$ cat config.mk
export PLATFORM = sky130hd
export DESIGN_NAME = mem_arbiter_rr
export DESIGN_NICKNAME = d
export VERILOG_FILES = /design/src/rtl/mem_arb_pkg.sv /design/src/rtl/rr_picker.sv /design/src/rtl/mem_arbiter_rr.sv
export SDC_FILE = /design/constraint.sdc
export NUM_CORES = 1
export LEC_CHECK = 0
export CAP_MARGIN = 25
export CORE_MARGIN = 1
export CORE_UTILIZATION = 36
export CTS_BUF_LIST = sky130_fd_sc_hd__clkbuf_4 sky130_fd_sc_hd__clkbuf_8
export CTS_CLUSTER_SIZE = 28
export DETAILED_ROUTE_END_ITERATION = 8
export GPL_TIMING_DRIVEN = 0
export HOLD_SLACK_MARGIN = 0.1
export MAX_ROUTING_LAYER = met4
export PLACE_DENSITY = 0.78
export SKIP_LAST_GASP = 1
export SYNTH_ARGS = -nofsm -noshare
export SYNTH_HDL_FRONTEND = slang
export SYNTH_SLANG_ARGS = --single-unit
$ cat constraint.sdc
create_clock -name clk -period 1.3 [get_ports clk]
set_input_delay 0.39 -clock clk [delete_from_list [all_inputs] [get_ports clk]]
set_output_delay 0.39 -clock clk [all_outputs]
set_load 0.02 [all_outputs]
$ cat src/rtl/mem_arb_pkg.sv
// Shared types and default widths for the round-robin memory request arbiter.
package mem_arb_pkg;

    typedef enum logic [1:0] {IDLE, ISSUE, WAIT_RESP} arb_state_t;

    localparam int unsigned DEF_NUM_REQ = 2;
    localparam int unsigned DEF_ADDR_W  = 64;

endpackage

$ cat src/rtl/rr_picker.sv
// Combinational round-robin pick: rotate req so last+1 sits at bit 0, take the lowest set bit,
// rotate the one-hot back and recover its absolute index.
module rr_picker #(
    parameter int unsigned NUM_REQ = 2,
    parameter int unsigned IDX_W   = $clog2(NUM_REQ)
) (
    input  logic [NUM_REQ-1:0] req,
    input  logic [IDX_W-1:0]   last,
    output logic [NUM_REQ-1:0] winner,
    output logic [IDX_W-1:0]   winner_idx
);

    logic [IDX_W-1:0]   start;
    logic [NUM_REQ-1:0] rotated;
    logic [NUM_REQ-1:0] rot_oh;
    logic [IDX_W-1:0]   rot_idx;
    logic [IDX_W:0]     idx_sum;

    always_comb begin
        start   = (last >= IDX_W'(NUM_REQ - 1)) ? '0 : last + 1'b1;
        rotated = NUM_REQ'({req, req} >> start);
        // Isolate lowest set bit: x & -x
        rot_oh  = rotated & (~rotated + 1'b1);

        rot_idx = '0;
        for (int i = 0; i < NUM_REQ; i++) begin
            if (rot_oh[i]) begin
                rot_idx = IDX_W'(i);
            end
        end

        idx_sum = {1'b0, rot_idx} + {1'b0, start};
        if (idx_sum >= (IDX_W + 1)'(NUM_REQ)) begin
            idx_sum = idx_sum - (IDX_W + 1)'(NUM_REQ);
        end
        winner_idx = idx_sum[IDX_W-1:0];
        winner     = NUM_REQ'(({rot_oh, rot_oh} << start) >> NUM_REQ);
    end

endmodule

$ cat src/rtl/mem_arbiter_rr.sv
// Round-robin arbiter sharing one memory request channel among NUM_REQ cache clients.
// A grant is held for a whole transaction, from request handshake until its response returns.
module mem_arbiter_rr
    import mem_arb_pkg::*;
#(
    parameter int unsigned NUM_REQ = DEF_NUM_REQ,
    parameter int unsigned ADDR_W  = DEF_ADDR_W,
    parameter int unsigned ID_W    = $clog2(NUM_REQ)
) (
    input  logic                           clk,
    input  logic                           reset_n,
    input  logic [NUM_REQ-1:0]             req,
    input  logic [NUM_REQ-1:0][ADDR_W-1:0] req_addr,
    input  logic [NUM_REQ-1:0]             req_write,
    output logic [NUM_REQ-1:0]             grant,
    output logic [NUM_REQ-1:0]             done,
    output logic                           m_valid,
    input  logic                           m_ready,
    output logic [ADDR_W-1:0]              m_addr,
    output logic                           m_write,
    output logic [ID_W-1:0]                m_id,
    input  logic                           m_resp_valid
);

    arb_state_t         state;
    logic [ID_W-1:0]    last;
    logic [NUM_REQ-1:0] pick_oh;
    logic [ID_W-1:0]    pick_idx;

    rr_picker #(
        .NUM_REQ (NUM_REQ),
        .IDX_W   (ID_W)
    ) u_rr_picker (
        .req        (req),
        .last       (last),
        .winner     (pick_oh),
        .winner_idx (pick_idx)
    );

    always_ff @(posedge clk or negedge reset_n) begin
        if (!reset_n) begin
            state   <= IDLE;
            last    <= ID_W'(NUM_REQ - 1);
            grant   <= '0;
            done    <= '0;
            m_valid <= 1'b0;
            m_addr  <= '0;
            m_write <= 1'b0;
            m_id    <= '0;
        end else begin
            done <= '0;
            case (state)
                IDLE: begin
                    if (|req) begin
                        grant   <= pick_oh;
                        m_addr  <= req_addr[pick_idx];
                        m_write <= req_write[pick_idx];
                        m_id    <= pick_idx;
                        m_valid <= 1'b1;
                        state   <= ISSUE;
                    end
                end
                ISSUE: begin
                    // A response can't precede its own handshake, so m_resp_valid is ignored here
                    if (m_ready) begin
                        m_valid <= 1'b0;
                        state   <= WAIT_RESP;
                    end
                end
                WAIT_RESP: begin
                    if (m_resp_valid) begin
                        done  <= grant;
                        grant <= '0;
                        last  <= m_id;
                        state <= IDLE;
                    end
                end
                default: state <= IDLE;
            endcase
        end
    end

endmodule

==> impl_metrics.env <==
export IMPL_leakage_nw=2.87
export IMPL_tritoncts="built"
export IMPL_finalHoldViolations=0
export IMPL_cp_required_ns=1.57
export IMPL_cp_start_kind="flip-flop"
export IMPL_vias=3859
export IMPL_synth_seq_area_share_pct=48.8
export IMPL_clock_sinks=74
export IMPL_syn_inst=394
export IMPL_grt_use_total_pct=23.1
export IMPL_ioPinCount=207
export IMPL_synth_cell_type_count=28
export IMPL_netlist_area_um2=3800
export IMPL_design_area_um2=6730
export IMPL_synth_main_ff_cell="dfrtp_1"
export IMPL_crit_path_end_kind="flip-flop"
export IMPL_top_usage_layer="met2"
export IMPL_slew_violations=0
export IMPL_ir_drop_v=0.00109
export IMPL_fp_dieW_um=105
export IMPL_clock_skew_ns=0.0105
export IMPL_ant_nets=0
export IMPL_ys_warn_count=0
export IMPL_crit_fanout=8
export IMPL_finalSetupViolations=65
export IMPL_diodes=0
export IMPL_clock_latency_ns=0.34
export IMPL_numCtsBuffers=9
export IMPL_antenna_found_initial=0
export IMPL_grt_start_max_net_pins=42
export IMPL_critPathKind="reg -> reg"
export IMPL_drt_iter0_drc=184
export IMPL_slew_headroom_pct=69.6
export IMPL_crit_chain="a21bo_4 -> o21a_4 -> buf_12 -> clkbuf_16 -> a21oi_2 -> a21oi_2"
export IMPL_min_period_ns=1.45
export IMPL_post_drt_wl_per_cell_um=16.0
export IMPL_synth_top_area_share_pct=48.1
export IMPL_wirelength_mm=12.7
export IMPL_grt_use_met3_pct=3.31
export IMPL_synth_edf_count=0
export IMPL_period_share_pct=111
export IMPL_violations="setup timing"
export IMPL_worst_slack_ns=-0.148
export IMPL_maxCapViolCount=0
export IMPL_yosysMostFrequentCell="a21oi_2"
export IMPL_drc=0
export IMPL_grt_pass1_vias=3838
export IMPL_setup_tns_ns=-6.96
export IMPL_clk_transition_reported_paths_ns=0.08
export IMPL_synth_avg_cell_area_um2=9.64
export IMPL_vias_per_cell=4.87
export IMPL_cp_arrival_ns=1.72
export IMPL_portBuffers=206
export IMPL_synth_nets=530
export IMPL_power_total_mw=16.1
export IMPL_final_util_pct=65.4
export IMPL_grt_util_met2_pct=39.2
export IMPL_cts_root_buf="clkbuf_8"
export IMPL_num_rows=37
export IMPL_cts_htree_levels=3
export IMPL_p_int_mw=9.29
export IMPL_rsz0062_at_grt="true"
export IMPL_switching_share_pct=42.2
export IMPL_yosys_top_cells_area="dfrtp_1 (48%), a21oi_2 (23%), nand2_1 (7.0%)"
export IMPL_dr_pass1_iters=4
export IMPL_p_per_area_nw_per_um2=2390
export IMPL_tightestPinTransition_ns=0.456
export IMPL_die_h_um=105
export IMPL_place_congestion=0.842
export IMPL_max_stage_delay_ns=0.57
export IMPL_grt_pass1_wl_mm=19.3
export IMPL_num_nets_final=787
export IMPL_clock_path_buffers=2
export IMPL_min_path_type="reg -> reg"
export IMPL_synth_top_cells_by_count="a21oi_2 (100), dfrtp_1 (73), nand2_1 (71), nor2_1 (68), a21oi_1 (31)"
export IMPL_core_area_um2=10300
export IMPL_p_sw_mw=6.78
export IMPL_grt_overflow_total=0
export IMPL_crit_top_cell="a21oi_2"
export IMPL_gr_usage_met1_pct=28.5
export IMPL_ys_ff_latch=74
export IMPL_area_growth_pct=77.0
export IMPL_outcome="complete, but fails checks"
export IMPL_clock_power_share_pct=11.3
export IMPL_fmax_mhz=691
export IMPL_p_seq_share_pct=26.5
export IMPL_ys_async_sr_fraction_pct=100
export IMPL_start_util_pct=37.0
export IMPL_dieArea_um2=11000
export IMPL_cp_slowest_cell="dfstp_2"
export IMPL_comb_power_share_pct=62.1
export IMPL_layout_drive_gt1_share_pct=41.8
export IMPL_yosysTopAreaCell="dfrtp_1"
export IMPL_pre_cts_ws_ns=-0.873
export IMPL_placed_area_um2=6060
export IMPL_dp_hpwl_mm=8.72
## cells in the final DEF, fill, tap and decap left out, drive strengths merged, types with 2 or more instances in the layout
cell,instances
buf,133
clkdlybuf4s50,132
a21oi,131
dfrtp,73
nand2,71
nor2,69
clkbuf,24
nor2b,3
o21ai,3
o21a,2
## path summary, 6_finish.rpt
path / start / to / slack (ns) / cells past startpoint
setup / recovery: last / m_addr[39] / -0.15 / 6
setup reg to reg: last / m_addr[39] / -0.15 / 6
max in group asynchronous: reset_n / last / 0.11 / 3
hold / removal: m_addr[43] / m_addr[43] / 0.52 / 2
min in group asynchronous: reset_n / m_addr[44] / 0.55 / 2
hold reg to reg: m_addr[43] / m_addr[43] / 0.52 / 2
## per-stage QoR
step	hold WS, ns	cells
2_1_floorplan	0.0944	394
3_3_place_gp	0.461	736
3_5_place_dp	0.370	737
4_1_cts	0.491	765
5_1_grt	0.528	792
6_report	0.516	792
## power groups by stage
stage / clock network, mW / logic, mW / registers (mW)
after floorplan: 0 / 3.84 / 5.42
after global placement: 0 / 8.59 / 4.10
after detailed placement: 0 / 8.76 / 4.15
after CTS: 1.86 / 8.52 / 4.12
after global routing: 1.97 / 10.7 / 4.39
final: 1.82 / 9.98 / 4.26
## area by class of cell
class,count,area (um2)
Timing Repair Buffer,248,2420
Multi-Input combinational cell,289,1770
Inverter,1,3.75
Clock inverter,1,5.00
Tap cell,136,170
Clock buffer,15,200
Sequential cell,74,1860
Fill cell,858,3550
Buffer,28,307
## state kept, by name (all words and copies together), names as in the netlist
signal	cells
m_addr	64
last	1
state	2
grant	2
done	2
m_valid	1
m_id	1
m_write	1
## timing repair
item / CTS / global route
endpoints found under the setup margin: 141 / 124
pin swaps: 0 / 8
resized for setup: 340 / 89
cloned: 0 / 4
hold buffers: 1 / 0
hold endpoints to repair: 33 / 0
setup buffers: 13 / 23
## kinds of logic after synthesis
logic type      synth area share (%)
simple gates                    14.9
compound gates                  29.7
flops                           48.8
buf+inv                         6.32
mux                            0.296
## worst max-delay path: cells and delay by family, from the launching register on
kind	cells	cell delay, ns
buf+inv	2	0.34
flops	1	0.57
compound gates	4	0.47
## layer usage
metal  part of all wire (%)  vias to the layer above
met2                     50                      154
met1                     42                     1855
met3                    6.1                       21
met5                      0                        -
met4                    2.0                        0
li1                       -                     1829
Power figures use the tool's default switching activity.
